`config.mk`:
```
export PLATFORM = sky130hd
export DESIGN_NAME = uart_rx_port
export DESIGN_NICKNAME = d
export VERILOG_FILES = /design/src/rtl/uart_pkg.sv /design/src/rtl/uart_rx_fifo.sv /design/src/rtl/uart_rx_port.sv
export SDC_FILE = /design/constraint.sdc
export NUM_CORES = 1
export LEC_CHECK = 0
export BUFFER_PORTS_ARGS = -buffer_cell sky130_fd_sc_hd__clkbuf_2
export CAP_MARGIN = 20
export CORE_MARGIN = 2
export CORE_UTILIZATION = 45
export CTS_CLUSTER_DIAMETER = 200
export DETAILED_ROUTE_END_ITERATION = 6
export GPL_ROUTABILITY_DRIVEN = 0
export PLACE_DENSITY = 0.74
export SYNTH_ARGS = -nofsm -noshare
export SYNTH_HDL_FRONTEND = slang
export SYNTH_SLANG_ARGS = --single-unit
```
`constraint.sdc`:
```
create_clock -name clk -period 3.2 [get_ports clk]
set_input_delay 0.32 -clock clk [delete_from_list [all_inputs] [get_ports clk]]
set_output_delay 0.32 -clock clk [all_outputs]
set_load 0.03 [all_outputs]
```
`src/rtl/uart_pkg.sv`:
```
// Shared definitions for the UART receiver peripheral: register map, bit layout, FSM encoding.
package uart_pkg;

  localparam logic [31:0] RXDATA_OFS = 32'h0;
  localparam logic [31:0] STATUS_OFS = 32'h4;
  localparam logic [31:0] CTRL_OFS   = 32'h8;

  localparam int ST_VALID   = 0;
  localparam int ST_FULL    = 1;
  localparam int ST_OVERRUN = 2;
  localparam int ST_FERR    = 3;
  localparam int ST_CNT_LSB = 8;

  localparam int CTRL_RXEN  = 0;
  localparam int CTRL_IRQEN = 1;

  typedef enum logic [1:0] {
    RX_IDLE,
    RX_START,
    RX_DATA,
    RX_STOP
  } rx_state_t;

endpackage

```
`src/rtl/uart_rx_fifo.sv`:
```
// Synchronous FIFO with combinational head; a push into a full FIFO is taken only alongside a pop.
// Pointers carry one extra wrap bit so count = wr - rd covers 0..DEPTH.
module uart_rx_fifo #(
  parameter int DEPTH = 4,
  parameter int WIDTH = 8
) (
  input  logic                     clk,
  input  logic                     reset,
  input  logic                     push,
  input  logic [WIDTH-1:0]         push_data,
  input  logic                     pop,
  output logic                     full,
  output logic                     empty,
  output logic [$clog2(DEPTH):0]   count,
  output logic [WIDTH-1:0]         head
);
  localparam int AW = $clog2(DEPTH);

  logic [WIDTH-1:0] mem [DEPTH];
  logic [AW:0]      wr_ptr;
  logic [AW:0]      rd_ptr;
  logic             do_pop;
  logic             do_push;

  assign count   = wr_ptr - rd_ptr;
  assign empty   = (count == '0);
  assign full    = (count == (AW+1)'(DEPTH));
  assign do_pop  = pop & ~empty;
  assign do_push = push & (~full | do_pop);
  assign head    = mem[rd_ptr[AW-1:0]];

  always_ff @(posedge clk or posedge reset) begin
    if (reset) begin
      wr_ptr <= '0;
      rd_ptr <= '0;
    end else begin
      if (do_push) wr_ptr <= wr_ptr + 1'b1;
      if (do_pop)  rd_ptr <= rd_ptr + 1'b1;
    end
  end

  always_ff @(posedge clk) begin
    if (do_push) mem[wr_ptr[AW-1:0]] <= push_data;
  end

endmodule

```
`src/rtl/uart_rx_port.sv`:
```
// Memory-mapped 8N1 UART receiver: synchronizer, bit FSM, receive FIFO, RXDATA/STATUS/CTRL registers.
// Bytes land in the FIFO at the stop-bit sample edge; ReadData is zero unless a decoded read is active.
module uart_rx_port
  import uart_pkg::*;
#(
  parameter logic [31:0] BASE_ADDR    = 32'h4000_0030,
  parameter int          CLKS_PER_BIT = 868,
  parameter int          FIFO_DEPTH   = 4
) (
  input  logic        clk,
  input  logic        reset,
  input  logic        MemRd,
  input  logic        MemWr,
  input  logic [31:0] Addr,
  input  logic [31:0] WriteData,
  output logic [31:0] ReadData,
  input  logic        UART_RX,
  output logic        irq
);
  localparam int CW   = $clog2(CLKS_PER_BIT);
  localparam int CNTW = $clog2(FIFO_DEPTH) + 1;

  logic            rx_s1, rx_s2, rx_prev;
  logic            rx_en, irq_en;
  logic            overrun, frame_err;
  rx_state_t       state_q, state_d;
  logic [CW-1:0]   cnt_q, cnt_d;
  logic [2:0]      bit_q, bit_d;
  logic [7:0]      shreg_q, shreg_d;
  logic            stop_smp;

  logic            sel_rx, sel_st, sel_ct;
  logic            pop, pop_eff, push;
  logic            fifo_full, fifo_empty;
  logic [CNTW-1:0] fifo_count;
  logic [7:0]      fifo_head;
  logic            status_wr;
  logic            overrun_set, ferr_set;
  logic [31:0]     status_word, ctrl_word;
  logic            unused_wdata;

  assign sel_rx = (Addr == BASE_ADDR + RXDATA_OFS);
  assign sel_st = (Addr == BASE_ADDR + STATUS_OFS);
  assign sel_ct = (Addr == BASE_ADDR + CTRL_OFS);
  assign unused_wdata = ^WriteData[31:4];

  always_ff @(posedge clk or posedge reset) begin
    if (reset) begin
      rx_s1   <= 1'b1;
      rx_s2   <= 1'b1;
      rx_prev <= 1'b1;
    end else begin
      rx_s1   <= UART_RX;
      rx_s2   <= rx_s1;
      rx_prev <= rx_s2;
    end
  end

  always_ff @(posedge clk or posedge reset) begin
    if (reset) begin
      state_q <= RX_IDLE;
      cnt_q   <= '0;
      bit_q   <= '0;
      shreg_q <= '0;
    end else begin
      state_q <= state_d;
      cnt_q   <= cnt_d;
      bit_q   <= bit_d;
      shreg_q <= shreg_d;
    end
  end

  always_comb begin
    state_d  = state_q;
    cnt_d    = cnt_q + 1'b1;
    bit_d    = bit_q;
    shreg_d  = shreg_q;
    stop_smp = 1'b0;
    case (state_q)
      RX_IDLE: begin
        cnt_d = '0;
        if (rx_prev && !rx_s2) begin
          state_d = RX_START;
          bit_d   = '0;
        end
      end
      RX_START: begin
        if (cnt_q == CW'(CLKS_PER_BIT/2 - 1)) begin
          cnt_d   = '0;
          state_d = rx_s2 ? RX_IDLE : RX_DATA;
        end
      end
      RX_DATA: begin
        if (cnt_q == CW'(CLKS_PER_BIT - 1)) begin
          cnt_d   = '0;
          shreg_d = {rx_s2, shreg_q[7:1]};
          bit_d   = bit_q + 3'd1;
          if (bit_q == 3'd7) state_d = RX_STOP;
        end
      end
      RX_STOP: begin
        if (cnt_q == CW'(CLKS_PER_BIT - 1)) begin
          cnt_d    = '0;
          stop_smp = 1'b1;
          state_d  = RX_IDLE;
        end
      end
      default: state_d = RX_IDLE;
    endcase
    // Disabling the receiver abandons any frame in flight.
    if (!rx_en) begin
      state_d  = RX_IDLE;
      cnt_d    = '0;
      stop_smp = 1'b0;
    end
  end

  assign pop         = MemRd & sel_rx;
  assign pop_eff     = pop & ~fifo_empty;
  assign push        = stop_smp & rx_s2;
  assign overrun_set = push & fifo_full & ~pop_eff;
  assign ferr_set    = stop_smp & ~rx_s2;
  assign status_wr   = MemWr & sel_st;

  uart_rx_fifo #(
    .DEPTH(FIFO_DEPTH),
    .WIDTH(8)
  ) u_fifo (
    .clk      (clk),
    .reset    (reset),
    .push     (push),
    .push_data(shreg_q),
    .pop      (pop),
    .full     (fifo_full),
    .empty    (fifo_empty),
    .count    (fifo_count),
    .head     (fifo_head)
  );

  // Flag set takes priority over a coincident write-one-to-clear.
  always_ff @(posedge clk or posedge reset) begin
    if (reset) begin
      rx_en     <= 1'b0;
      irq_en    <= 1'b0;
      overrun   <= 1'b0;
      frame_err <= 1'b0;
    end else begin
      if (MemWr && sel_ct) begin
        rx_en  <= WriteData[CTRL_RXEN];
        irq_en <= WriteData[CTRL_IRQEN];
      end
      overrun   <= overrun_set | (overrun & ~(status_wr & WriteData[ST_OVERRUN]));
      frame_err <= ferr_set | (frame_err & ~(status_wr & WriteData[ST_FERR]));
    end
  end

  always_comb begin
    status_word                      = '0;
    status_word[ST_VALID]            = ~fifo_empty;
    status_word[ST_FULL]             = fifo_full;
    status_word[ST_OVERRUN]          = overrun;
    status_word[ST_FERR]             = frame_err;
    status_word[ST_CNT_LSB +: CNTW]  = fifo_count;
    ctrl_word                        = '0;
    ctrl_word[CTRL_RXEN]             = rx_en;
    ctrl_word[CTRL_IRQEN]            = irq_en;
  end

  always_comb begin
    ReadData = '0;
    if (MemRd) begin
      if (sel_rx && !fifo_empty) ReadData = {24'b0, fifo_head};
      else if (sel_st)           ReadData = status_word;
      else if (sel_ct)           ReadData = ctrl_word;
    end
  end

  assign irq = irq_en & (~fifo_empty | overrun | frame_err);

endmodule

```
==> impl_results.md <==
- Rows: 31
- Timing-limited maximum frequency: 325 MHz
- Setup crit end kind: output port
- Combinational share of power: 4.6%
- Average via count per standard cell: 5.05
- Post-detailed-route wirelength per cell: 13.9 µm
- Static leakage: 0.00177 µW
- DRC: 0
- Minimum period implied by the final worst setup slack: 3.08 ns
- Die Height: 90.5 µm
- Number of antenna diodes: 0
- Switching fraction of total power: 20.5%
- Worst hold path type: in -> async
- Reg power frac: 52.9%
- Number of global-route vias before repair: 2233
- Origin of the critical flop-to-flop path: u_fifo.wr_ptr[0]$_DFFE_PP0P_
- Maximum ir drop on the vdd rail: 0.250 mV
- HPWL after DPL: 4.52 mm
- Slew at the pin closest to its max-slew limit: 0.543 ns
- Number of design-rule violations left by the first detailed-router iteration: 118
- Synthesis-stage register bit count: 68
- Routed wire length: 6.19 mm
- Worst clock skew on the final layout: 0.00784 ns
- Power density over the cells: 431 mW/mm²
- Post-Syn Instances: 270
- Count of flip-flops with a built-in enable after synthesis: 32
- Startpoint-to-endpoint class of the critical path: reg -> out
- Peak fanout along the critical path: 8
- Hold Fails Final Rpt: 0
- Cell chosen for the clock root: clkbuf_8
- TritonCTS clock tree: yes
- Clock network fraction of design power: 42.5%
- Critical path startpoint: u_fifo.wr_ptr[0]$_DFFE_PP0P_
- Data arrival time at the worst-slack endpoint: 2.76 ns
- Clk buf depth: 2
- Reg-to-reg setup timing slack: 0.19 ns
- Final number of setup-violating endpoints: 0
- Fraction of registers with async set or reset after synthesis: 52.9%
- Worst slew margin relative to its limit: 63.3%
- Fraction of layout instances using a drive strength above 1: 31.8%
- Top flip-flop cell by instance count after synthesis: dfrtp_1
- Top cells by area, synth: edfxtp_1 29%, dfrtp_1 24%, mux4_2 5.3%, buf_4 4.7%, ha_1 3.7%
- Final period util: 96.1%
- Hold buffers post-CTS: 0
- Total number of nets in the final design: 421
- Post-synth cell types: 49
- Area growth syn-to-layout: 18.7%
- Width of the die: 90.5 µm
- Mean Syn Cell Area: 12.5 µm²
- Total negative slack: 0 ns
- Yosys warns: 0
- Worst skew pair latency: 0.33 ns
- Vias: 2248
- Outcome: completed
- Number of buffer cells added on primary ports: 52
- Wire length of the first global-routing pass: 10.6 mm
- Gr ovfl total: 0
- Num ports: 102
- Total routing usage reported by global routing: 16.3%
- Effective utilization at floorplan: 46.5%
- CP required: 2.88 ns
- Maximum level of the CTS H-tree: 3
- Total clock buffers created by CTS: 9
- Worst reg2reg endpoint: u_fifo.mem[1][5]$_DFFE_PP_
- Depth of the worst register-to-register path: 11
- Sw power: 353 µW
- Pin count of the biggest net entering global routing: 37
- Max Cap Viol: 0
- Sequential-to-total area share from yosys stat: 55.3%
- Synth area leader: edfxtp_1
- Startpoint Class: flip-flop
- Area share of the leading cell type in the synthesized netlist: 28.5%
- RSZ-0062 raised after global routing: no
- Die area: 0.00820 mm²
- Power after layout: 1730 µW
- Antenna violation net count after detailed routing: 0
- First-pass iteration count of the detailed router: 4
- Clock-pin slew on the worst setup and hold paths: 0.07 ns
- Pins Over Slew Limit: 0
- Area of the placeable core: 0.00725 mm²
- Mapped cell area: 0.00337 mm²
- Internal power: 1370 µW
- CTS sink count: 68
- Antenna violations before repair: 0
-- cell families (layout without fill, tap and decap cells) --
logic type | after synthesis | in the layout | share of synthesized area (%)
XOR/XNOR | 13 | 13 | 3.82
flip-flops | 68 | 68 | 55.3
multiplexers | 20 | 20 | 9.35
adder cells (fa/ha/maj) | 11 | 11 | 4.31
other | 1 | 21 | 0.111
AND/OR/NAND/NOR | 93 | 93 | 15.1
buffers and inverters | 41 | 97 | 7.13
AO/OA/AOI/OAI | 23 | 23 | 4.83
-- critical path, stage by stage (launching register included) --
cell,delay [ns]
dfrtp_1,0.39
inv_2,0.06
ha_1,0.13
inv_1,0.05
fa_1,0.37
xor3_1,0.24
a211oi_2,0.23
or4b_4,0.50
buf_6,0.16
nor2b_1,0.12
buf_4,0.17
-- placed cells by master, fill, tap and decap left out, drive strengths merged, types with 2 or more instances in the layout --
master / instances
a211oi: 2
a21oi: 6
and2: 5
and3: 4
buf: 19
bufinv: 2
clkbuf: 59
clkinv: 2
conb: 21
dfrtp: 33
dfstp: 3
edfxtp: 32
ha: 10
inv: 14
mux2: 12
mux4: 8
nand2: 17
nand2b: 2
nand3: 6
nand3b: 4
nand4: 6
nor2: 22
nor2b: 7
nor3: 4
nor4: 6
nor4bb: 4
o21ai: 6
o41ai: 2
xnor2: 4
xor2: 8
-- synthesized netlist by cell type (2+ instances only) --
library cell / count
buf_4: 21
dfstp_2: 3
mux2_1: 2
o41ai_1: 2
nand4_1: 6
edfxtp_1: 32
nor3_1: 3
nor2b_1: 7
o21ai_0: 5
nand2b_1: 2
a21oi_1: 5
dfrtp_1: 33
nor4_1: 6
nor2_1: 22
inv_1: 14
nand3_1: 6
clkbuf_1: 5
mux2_2: 10
nand3b_1: 4
xor2_1: 8
xnor2_1: 4
nor4bb_1: 4
mux4_2: 8
ha_1: 10
and3_1: 4
and2_1: 5
nand2_1: 17
-- state kept, by name (all words and copies together) (netlist names) --
register	flops
bit_q	3
u_fifo.mem	32
rx_s1	1
irq_en	1
frame_err	1
rx_prev	1
shreg_q	8
u_fifo.rd_ptr	3
u_fifo.wr_ptr	3
rx_en	1
cnt_q	10
overrun	1
state_q	2
rx_s2	1
-- final cells by class --
class                      count  area (µm²)
fill                         606        3250
sequential                    68        1870
multi-input combinational    181        1350
timing repair buffer          67         399
clock buffer                  11         131
tap                           99         124
clock inverter                 5        77.6
inverter                      14        52.6
-- per-layer routing --
layer | vias to the layer above | GRT usage, % | wire [µm]
li1 | 1075 | - | -
met1 | 1080 | 20.4 | 2710
met2 | 82 | 27.1 | 3010
met3 | 11 | 4.01 | 358
met4 | 0 | 6.67 | 118
met5 | - | 0 | 0
-- worst max-delay path by stage --
stage and endpoint:
2_1_floorplan u_fifo.mem[3][0]$_DFFE_PP_, 3_3_place_gp u_fifo.mem[1][5]$_DFFE_PP_, 3_5_place_dp u_fifo.mem[1][5]$_DFFE_PP_, 4_1_cts ReadData[6]
5_1_grt ReadData[6], 6_report ReadData[6]
-- through the flow --
| step | instance area (µm²) | hold WS [ns] | setup WS, ns | utilization [%] | instances |
|---|---|---|---|---|---|
| after detailed placement | 3740 | 0.347 | 0.127 | 51.5 | 425 |
| after floorplan | 3450 | 0.324 | 0.158 | - | 290 |
| after global placement | 3740 | 0.346 | 0.182 | 51.5 | 425 |
| after CTS | 3980 | 0.0495 | 0.0209 | 54.8 | 444 |
| final | 4000 | 0.0566 | 0.123 | 55.2 | 445 |
| after global routing | 4000 | 0.0452 | 0.0262 | 55.2 | 445 |
-- power by group through the flow --
stage	Combinational (µW)	Sequential [µW]	Clock [µW]
after floorplan	69.6	930	0
after global placement	78.7	931	0
after detailed placement	79.7	931	0
after CTS	79.8	913	753
after global routing	87.7	913	791
final	79.3	913	732
-- timing repair --
item / 4_1_cts / 5_1_grt
buffers inserted: 3 / 1
endpoints found under the setup margin: 4 / 4
resized for setup: 4 / 11
endpoints found under the hold margin: 0 / 0
(Power assumes the default switching activity.)
